--- src/rtl/exec_mem_stage_if.sv ---
// Upstream control/operand bundle, data-memory port and writeback port of the
// execute/memory stage, gathered into one interface.
interface exec_mem_stage_if #(
  parameter int unsigned DATA_W = 16,
  parameter int unsigned REG_W  = 3
);
  // Upstream bundle
  logic              valid_in;
  logic              in_ready;
  logic              mem_read;
  logic              mem_write;
  logic              wb;
  logic [1:0]        alu_operation;
  logic [DATA_W-1:0] op_a;
  logic [DATA_W-1:0] op_b;
  logic [REG_W-1:0]  dest;
  // Data memory
  logic              dmem_req;
  logic              dmem_we;
  logic [DATA_W-1:0] dmem_addr;
  logic [DATA_W-1:0] dmem_wdata;
  logic              dmem_ack;
  logic [DATA_W-1:0] dmem_rdata;
  // Writeback and status
  logic              wb_en;
  logic [REG_W-1:0]  wb_reg;
  logic [DATA_W-1:0] wb_data;
  logic              ctrl_err;

  // Stage side
  modport slave (
    input  valid_in, mem_read, mem_write, wb, alu_operation, op_a, op_b, dest,
    input  dmem_ack, dmem_rdata,
    output in_ready, dmem_req, dmem_we, dmem_addr, dmem_wdata,
    output wb_en, wb_reg, wb_data, ctrl_err
  );

  // Control unit / memory / register file side
  modport master (
    output valid_in, mem_read, mem_write, wb, alu_operation, op_a, op_b, dest,
    output dmem_ack, dmem_rdata,
    input  in_ready, dmem_req, dmem_we, dmem_addr, dmem_wdata,
    input  wb_en, wb_reg, wb_data, ctrl_err
  );
endinterface

--- src/rtl/exec_mem_stage.sv ---
// Execute/memory pipeline stage: a small ALU plus a single outstanding data
// memory access, followed by a one-cycle writeback pulse.
module exec_mem_stage #(
  parameter int unsigned DATA_W = 16,
  parameter int unsigned REG_W  = 3
) (
  input logic              clk,
  input logic              rst_n,
  exec_mem_stage_if.slave  bus
);

  typedef enum logic [1:0] {StIdle, StMem, StWb} state_e;

  state_e            state_q;
  logic              is_store_q;
  logic [REG_W-1:0]  pend_reg_q;
  logic              dmem_req_q;
  logic              dmem_we_q;
  logic [DATA_W-1:0] dmem_addr_q;
  logic [DATA_W-1:0] dmem_wdata_q;
  logic              wb_en_q;
  logic [REG_W-1:0]  wb_reg_q;
  logic [DATA_W-1:0] wb_data_q;
  logic              ctrl_err_q;

  logic              ready;
  logic              xfer;
  logic              is_load;
  logic              is_store;
  logic              illegal;
  logic [DATA_W-1:0] alu_res;

  assign ready    = (state_q != StMem);
  assign xfer     = bus.valid_in && ready;
  assign is_load  = bus.mem_read && !bus.mem_write;
  assign is_store = bus.mem_write && !bus.mem_read;
  assign illegal  = bus.mem_read && bus.mem_write;

  // ALU: add wraps (carry dropped), not inverts op_a, codes 2/3 pass op_a through.
  always_comb begin
    alu_res = bus.op_a;
    unique case (bus.alu_operation)
      2'd0:    alu_res = bus.op_a + bus.op_b;
      2'd1:    alu_res = ~bus.op_a;
      default: alu_res = bus.op_a;
    endcase
  end

  // Stage FSM with all outputs registered; reset abandons any in-flight access.
  always_ff @(posedge clk or negedge rst_n) begin
    if (!rst_n) begin
      state_q      <= StIdle;
      is_store_q   <= 1'b0;
      pend_reg_q   <= '0;
      dmem_req_q   <= 1'b0;
      dmem_we_q    <= 1'b0;
      dmem_addr_q  <= '0;
      dmem_wdata_q <= '0;
      wb_en_q      <= 1'b0;
      wb_reg_q     <= '0;
      wb_data_q    <= '0;
      ctrl_err_q   <= 1'b0;
    end else begin
      wb_en_q <= 1'b0;
      unique case (state_q)
        StIdle, StWb: begin
          state_q <= StIdle;
          if (xfer) begin
            if (illegal) begin
              // Both memory bits set: treat as a NOP, no writeback, flag sticks.
              ctrl_err_q <= 1'b1;
            end else if (is_load || is_store) begin
              state_q      <= StMem;
              is_store_q   <= is_store;
              pend_reg_q   <= bus.dest;
              dmem_req_q   <= 1'b1;
              dmem_we_q    <= is_store;
              dmem_addr_q  <= bus.op_a;
              dmem_wdata_q <= bus.op_b;
            end else if (bus.wb) begin
              state_q   <= StWb;
              wb_en_q   <= 1'b1;
              wb_reg_q  <= bus.dest;
              wb_data_q <= alu_res;
            end
          end
        end
        StMem: begin
          // Request is always high here, so ack is only honoured while requesting.
          if (bus.dmem_ack) begin
            dmem_req_q <= 1'b0;
            dmem_we_q  <= 1'b0;
            if (is_store_q) begin
              state_q <= StIdle;
            end else begin
              // Loads always write back the returned data.
              state_q   <= StWb;
              wb_en_q   <= 1'b1;
              wb_reg_q  <= pend_reg_q;
              wb_data_q <= bus.dmem_rdata;
            end
          end
        end
        default: state_q <= StIdle;
      endcase
    end
  end

  assign bus.in_ready   = ready;
  assign bus.dmem_req   = dmem_req_q;
  assign bus.dmem_we    = dmem_we_q;
  assign bus.dmem_addr  = dmem_addr_q;
  assign bus.dmem_wdata = dmem_wdata_q;
  assign bus.wb_en      = wb_en_q;
  assign bus.wb_reg     = wb_reg_q;
  assign bus.wb_data    = wb_data_q;
  assign bus.ctrl_err   = ctrl_err_q;

endmodule

--- src/flat_wrapper.sv ---
// flat-port wrapper written by rule: the top's interface ports become plain ports
module exec_mem_stage_flat 
#(
  parameter int unsigned DATA_W = 16,
  parameter int unsigned REG_W  = 3
)
  (clk, rst_n, bus_valid_in, bus_mem_read, bus_mem_write, bus_wb, bus_alu_operation, bus_op_a, bus_op_b, bus_dest, bus_dmem_ack, bus_dmem_rdata, bus_in_ready, bus_dmem_req, bus_dmem_we, bus_dmem_addr, bus_dmem_wdata, bus_wb_en, bus_wb_reg, bus_wb_data, bus_ctrl_err);
  exec_mem_stage_if #(.DATA_W(DATA_W), .REG_W(REG_W)) bus_i ();
  input logic clk;
  input logic rst_n;
  input wire logic [$bits(bus_i.valid_in)-1:0] bus_valid_in;
  input wire logic [$bits(bus_i.mem_read)-1:0] bus_mem_read;
  input wire logic [$bits(bus_i.mem_write)-1:0] bus_mem_write;
  input wire logic [$bits(bus_i.wb)-1:0] bus_wb;
  input wire logic [$bits(bus_i.alu_operation)-1:0] bus_alu_operation;
  input wire logic [$bits(bus_i.op_a)-1:0] bus_op_a;
  input wire logic [$bits(bus_i.op_b)-1:0] bus_op_b;
  input wire logic [$bits(bus_i.dest)-1:0] bus_dest;
  input wire logic [$bits(bus_i.dmem_ack)-1:0] bus_dmem_ack;
  input wire logic [$bits(bus_i.dmem_rdata)-1:0] bus_dmem_rdata;
  output wire logic [$bits(bus_i.in_ready)-1:0] bus_in_ready;
  output wire logic [$bits(bus_i.dmem_req)-1:0] bus_dmem_req;
  output wire logic [$bits(bus_i.dmem_we)-1:0] bus_dmem_we;
  output wire logic [$bits(bus_i.dmem_addr)-1:0] bus_dmem_addr;
  output wire logic [$bits(bus_i.dmem_wdata)-1:0] bus_dmem_wdata;
  output wire logic [$bits(bus_i.wb_en)-1:0] bus_wb_en;
  output wire logic [$bits(bus_i.wb_reg)-1:0] bus_wb_reg;
  output wire logic [$bits(bus_i.wb_data)-1:0] bus_wb_data;
  output wire logic [$bits(bus_i.ctrl_err)-1:0] bus_ctrl_err;
  assign bus_i.valid_in = bus_valid_in;
  assign bus_i.mem_read = bus_mem_read;
  assign bus_i.mem_write = bus_mem_write;
  assign bus_i.wb = bus_wb;
  assign bus_i.alu_operation = bus_alu_operation;
  assign bus_i.op_a = bus_op_a;
  assign bus_i.op_b = bus_op_b;
  assign bus_i.dest = bus_dest;
  assign bus_i.dmem_ack = bus_dmem_ack;
  assign bus_i.dmem_rdata = bus_dmem_rdata;
  assign bus_in_ready = bus_i.in_ready;
  assign bus_dmem_req = bus_i.dmem_req;
  assign bus_dmem_we = bus_i.dmem_we;
  assign bus_dmem_addr = bus_i.dmem_addr;
  assign bus_dmem_wdata = bus_i.dmem_wdata;
  assign bus_wb_en = bus_i.wb_en;
  assign bus_wb_reg = bus_i.wb_reg;
  assign bus_wb_data = bus_i.wb_data;
  assign bus_ctrl_err = bus_i.ctrl_err;
  exec_mem_stage #(.DATA_W(DATA_W), .REG_W(REG_W)) u_core (.clk(clk), .rst_n(rst_n), .bus(bus_i));
endmodule
--- config.mk ---
export PLATFORM = sky130hd
export DESIGN_NAME = exec_mem_stage_flat
export DESIGN_NICKNAME = d
export VERILOG_FILES = /design/src/rtl/exec_mem_stage_if.sv /design/src/rtl/exec_mem_stage.sv /design/src/flat_wrapper.sv
export SDC_FILE = /design/constraint.sdc
export NUM_CORES = 1
export LEC_CHECK = 0
export BUFFER_PORTS_ARGS = -buffer_cell sky130_fd_sc_hd__buf_2
export CAP_MARGIN = 25
export CORE_MARGIN = 5
export CORE_UTILIZATION = 45
export DETAILED_ROUTE_END_ITERATION = 12
export MAX_ROUTING_LAYER = met4
export PLACE_DENSITY = 0.84
export SYNTH_ARGS = -nofsm -noshare
export SYNTH_HDL_FRONTEND = slang
export SYNTH_SLANG_ARGS = --single-unit
--- constraint.sdc ---
create_clock -name clk -period 4.4 [get_ports clk]
set_input_delay 0.44 -clock clk [delete_from_list [all_inputs] [get_ports clk]]
set_output_delay 0.44 -clock clk [all_outputs]
set_load 0.01 [all_outputs]
==> impl_metrics.ini <==
[status]
status = completed

[clock_tree]
cts_resized = 0
ctsHtreeMaxLevel = 3
clk-insertion-delay-late_ns = 0.33
post_cts_buffers = 0
cts_root_buffer = clkbuf_8
cts_tree = yes
cts.clk_slew.worst_paths_ns = 0.08
cts_hold_buffers = 0
cts_buffers = 9
cts_sinks = 61
clockBufferDepth = 2

[floorplanning]
die_area_sq_um = 9530
fp-row-count = 32
core_sq_um = 7610
dieWidth_microns = 97.6
die_h_microns = 97.6
io_pins = 116
start_util_pct = 45.4

[logic_synthesis]
async_reset_ff_share_pct = 100
yosysTopAreaCell = dfrtp_1
avgSynthCellArea_sq_um = 10.0
ys.flop_type = dfrtp_1
post-synth-top-count-cell = dfrtp_1
syn-instance-count = 344
yosysTopAreaCellShare_pct = 44.2
synth_common_cells = dfrtp_1, a21oi_1, mux2_2, o21ai_0, nor2_1
synth-seq-cells = 61
syn_nets = 422
synth_area_leaders = dfrtp_1, mux2_2, ha_1
synth-seq-area-share_pct = 44.2
synth_edf_count = 0
ys_types = 44
ys_warn_count = 0
netlist_area_sq_um = 3450

[sta]
finalMaxSlewViolations = 0
clock.fmax_mhz = 483
worst_pin_slew_ns = 0.788
totalNegativeSetupSlack_ns = 0
rsz0062_at_grt = false
finClkSkew_ns = 0.0106
slew_headroom_pct = 47.4
period_share_pct = 47.1
finalSetupViolCount = 0
period_needed_ns = 2.07
timing.hold.ws_ns = 0.264
finalHoldViolations = 0

[critical_path]
cp_data_arrival_time_ns = 2.28
path_buf_inv = 1
path_max_fanout = 22
ff2ff_setup_slack_ns = 2.33
endpoint_kind = register
cp.depth = 8
slowest_stage = o21a_2
reg2reg_depth = 8
critPathKind = register to register
worstPathCellList = nand2b_1 -> nor2_1 -> nand3_1 -> o21a_2 -> inv_2 -> and3_1 -> a21oi_1 -> o31ai_1
crit_path_start_kind = register
cpPeakStageDelay_ns = 0.48
crit_family = simple AND/OR/NAND/NOR gates
cp_data_required_time_ns = 4.61

[route]
post_drt_wl_per_cell_microns = 16.0
wirelength_microns = 9060
vias_per_cell = 5.29
drcViolationCount = 0
firstDrtPassIters = 5
ant_nets = 0
drt_iter0_drc = 192
vias = 2989

[layout]
fin_area_sq_um = 4290
syn_to_final_growth_pct = 24.2
antenna_cells = 0
drive_above_1_share_pct = 39.3
nNetsFinal = 536

[power_and_ir_drop]
vdd_ir_drop_max_mv = 0.237
power.density_nw_per_um2 = 487
p_leak_nw = 2.05

[global_routing]
grt_overflow_total = 0
antenna_found_initial = 0
grt_pass1_wl_microns = 15400
grt_usage_pct = 20.3
grt_pass1_vias = 3166
grt_max_degree = 62

[placed_design]
gp_congestion = 0.875
port_buffers = 115
place_area_sq_um = 4110
place_hpwl_microns = 6920

[flow_run]
drv_cap = 0

[hold_path]
hp-class = primary input to async pin
==> metal layers <==
layer  up-vias  track usage, %  part of all wire (%)
met2        92            31.9                    49
met4         0            7.99                   1.9
met1      1422            25.7                    44
met5         -               -                     0
li1       1461               -                     -
met3        14            4.31                   5.0
==> through the flow <==
stage | worst slack (ns) | util (%) | power [mW] | cells
detailed placement | 2.00 | 54.1 | 1.66 | 549
global placement | 2.06 | 54.1 | 1.62 | 549
global route | 2.12 | 56.4 | 2.25 | 565
CTS | 2.32 | 56.4 | 2.11 | 565
floorplan | 2.28 | - | 1.33 | 344
finish | 2.33 | 56.4 | 2.09 | 565
==> cells by family (layout without fill, tap and decap cells) <==
| logic type | after synthesis | in the layout | share of synthesized area (%) |
|---|---|---|---|
| flops | 61 | 61 | 44.2 |
| mux | 43 | 43 | 13.7 |
| buf+inv | 30 | 149 | 3.73 |
| simple gates | 70 | 70 | 9.78 |
| fa+ha+maj | 18 | 18 | 6.74 |
| compound gates | 110 | 110 | 18.8 |
| xor+xnor | 12 | 12 | 3.04 |
==> where the power goes <==
group          switching (mW)  internal (mW)  total (mW)
clock                   0.227          0.217       0.444
combinational           0.420          0.358       0.778
sequential              0.104          0.762       0.866
==> path summary, 6_finish.rpt <==
path	startpoint	endpoint
max in group asynchronous	rst_n	u_core.bus.wb_data[6]$_DFFE_PN0P_
min	rst_n	u_core.bus.dmem_we$_DFFE_PN0P_
max	u_core.state_q[0]$_DFFE_PN0N_	u_core.bus.wb_data[7]$_DFFE_PN0P_
min reg2reg	u_core.bus.dmem_req$_DFFE_PN0P_	u_core.bus.dmem_req$_DFFE_PN0P_
min in group clk	bus_dmem_ack	u_core.state_q[0]$_DFFE_PN0N_
max reg2reg	u_core.state_q[0]$_DFFE_PN0N_	u_core.bus.wb_data[7]$_DFFE_PN0P_
==> cell type report <==
type	count	area [sq um]
fillers	682	3320
flip-flops and latches	61	1530
inverters	15	56.3
well taps	102	128
clock buffers	10	138
repair buffers	118	598
multi-input cells	253	1800
clock inverters	6	38.8
==> layout by cell type (no fill, tap or decap), types with 4 or more instances in the layout <==
master / instances
buf_2: 115
dfrtp_1: 61
a21oi_1: 36
mux2_2: 35
o21ai_0: 31
nor2_1: 27
nand2_1: 18
ha_1: 17
o21ai_1: 14
inv_1: 12
clkbuf_8: 10
mux2i_1: 8
xnor2_1: 7
and3_1: 6
nand3_1: 5
xor2_1: 5
a31oi_1: 4
Note: power is estimated with default switching activity, not from simulation.
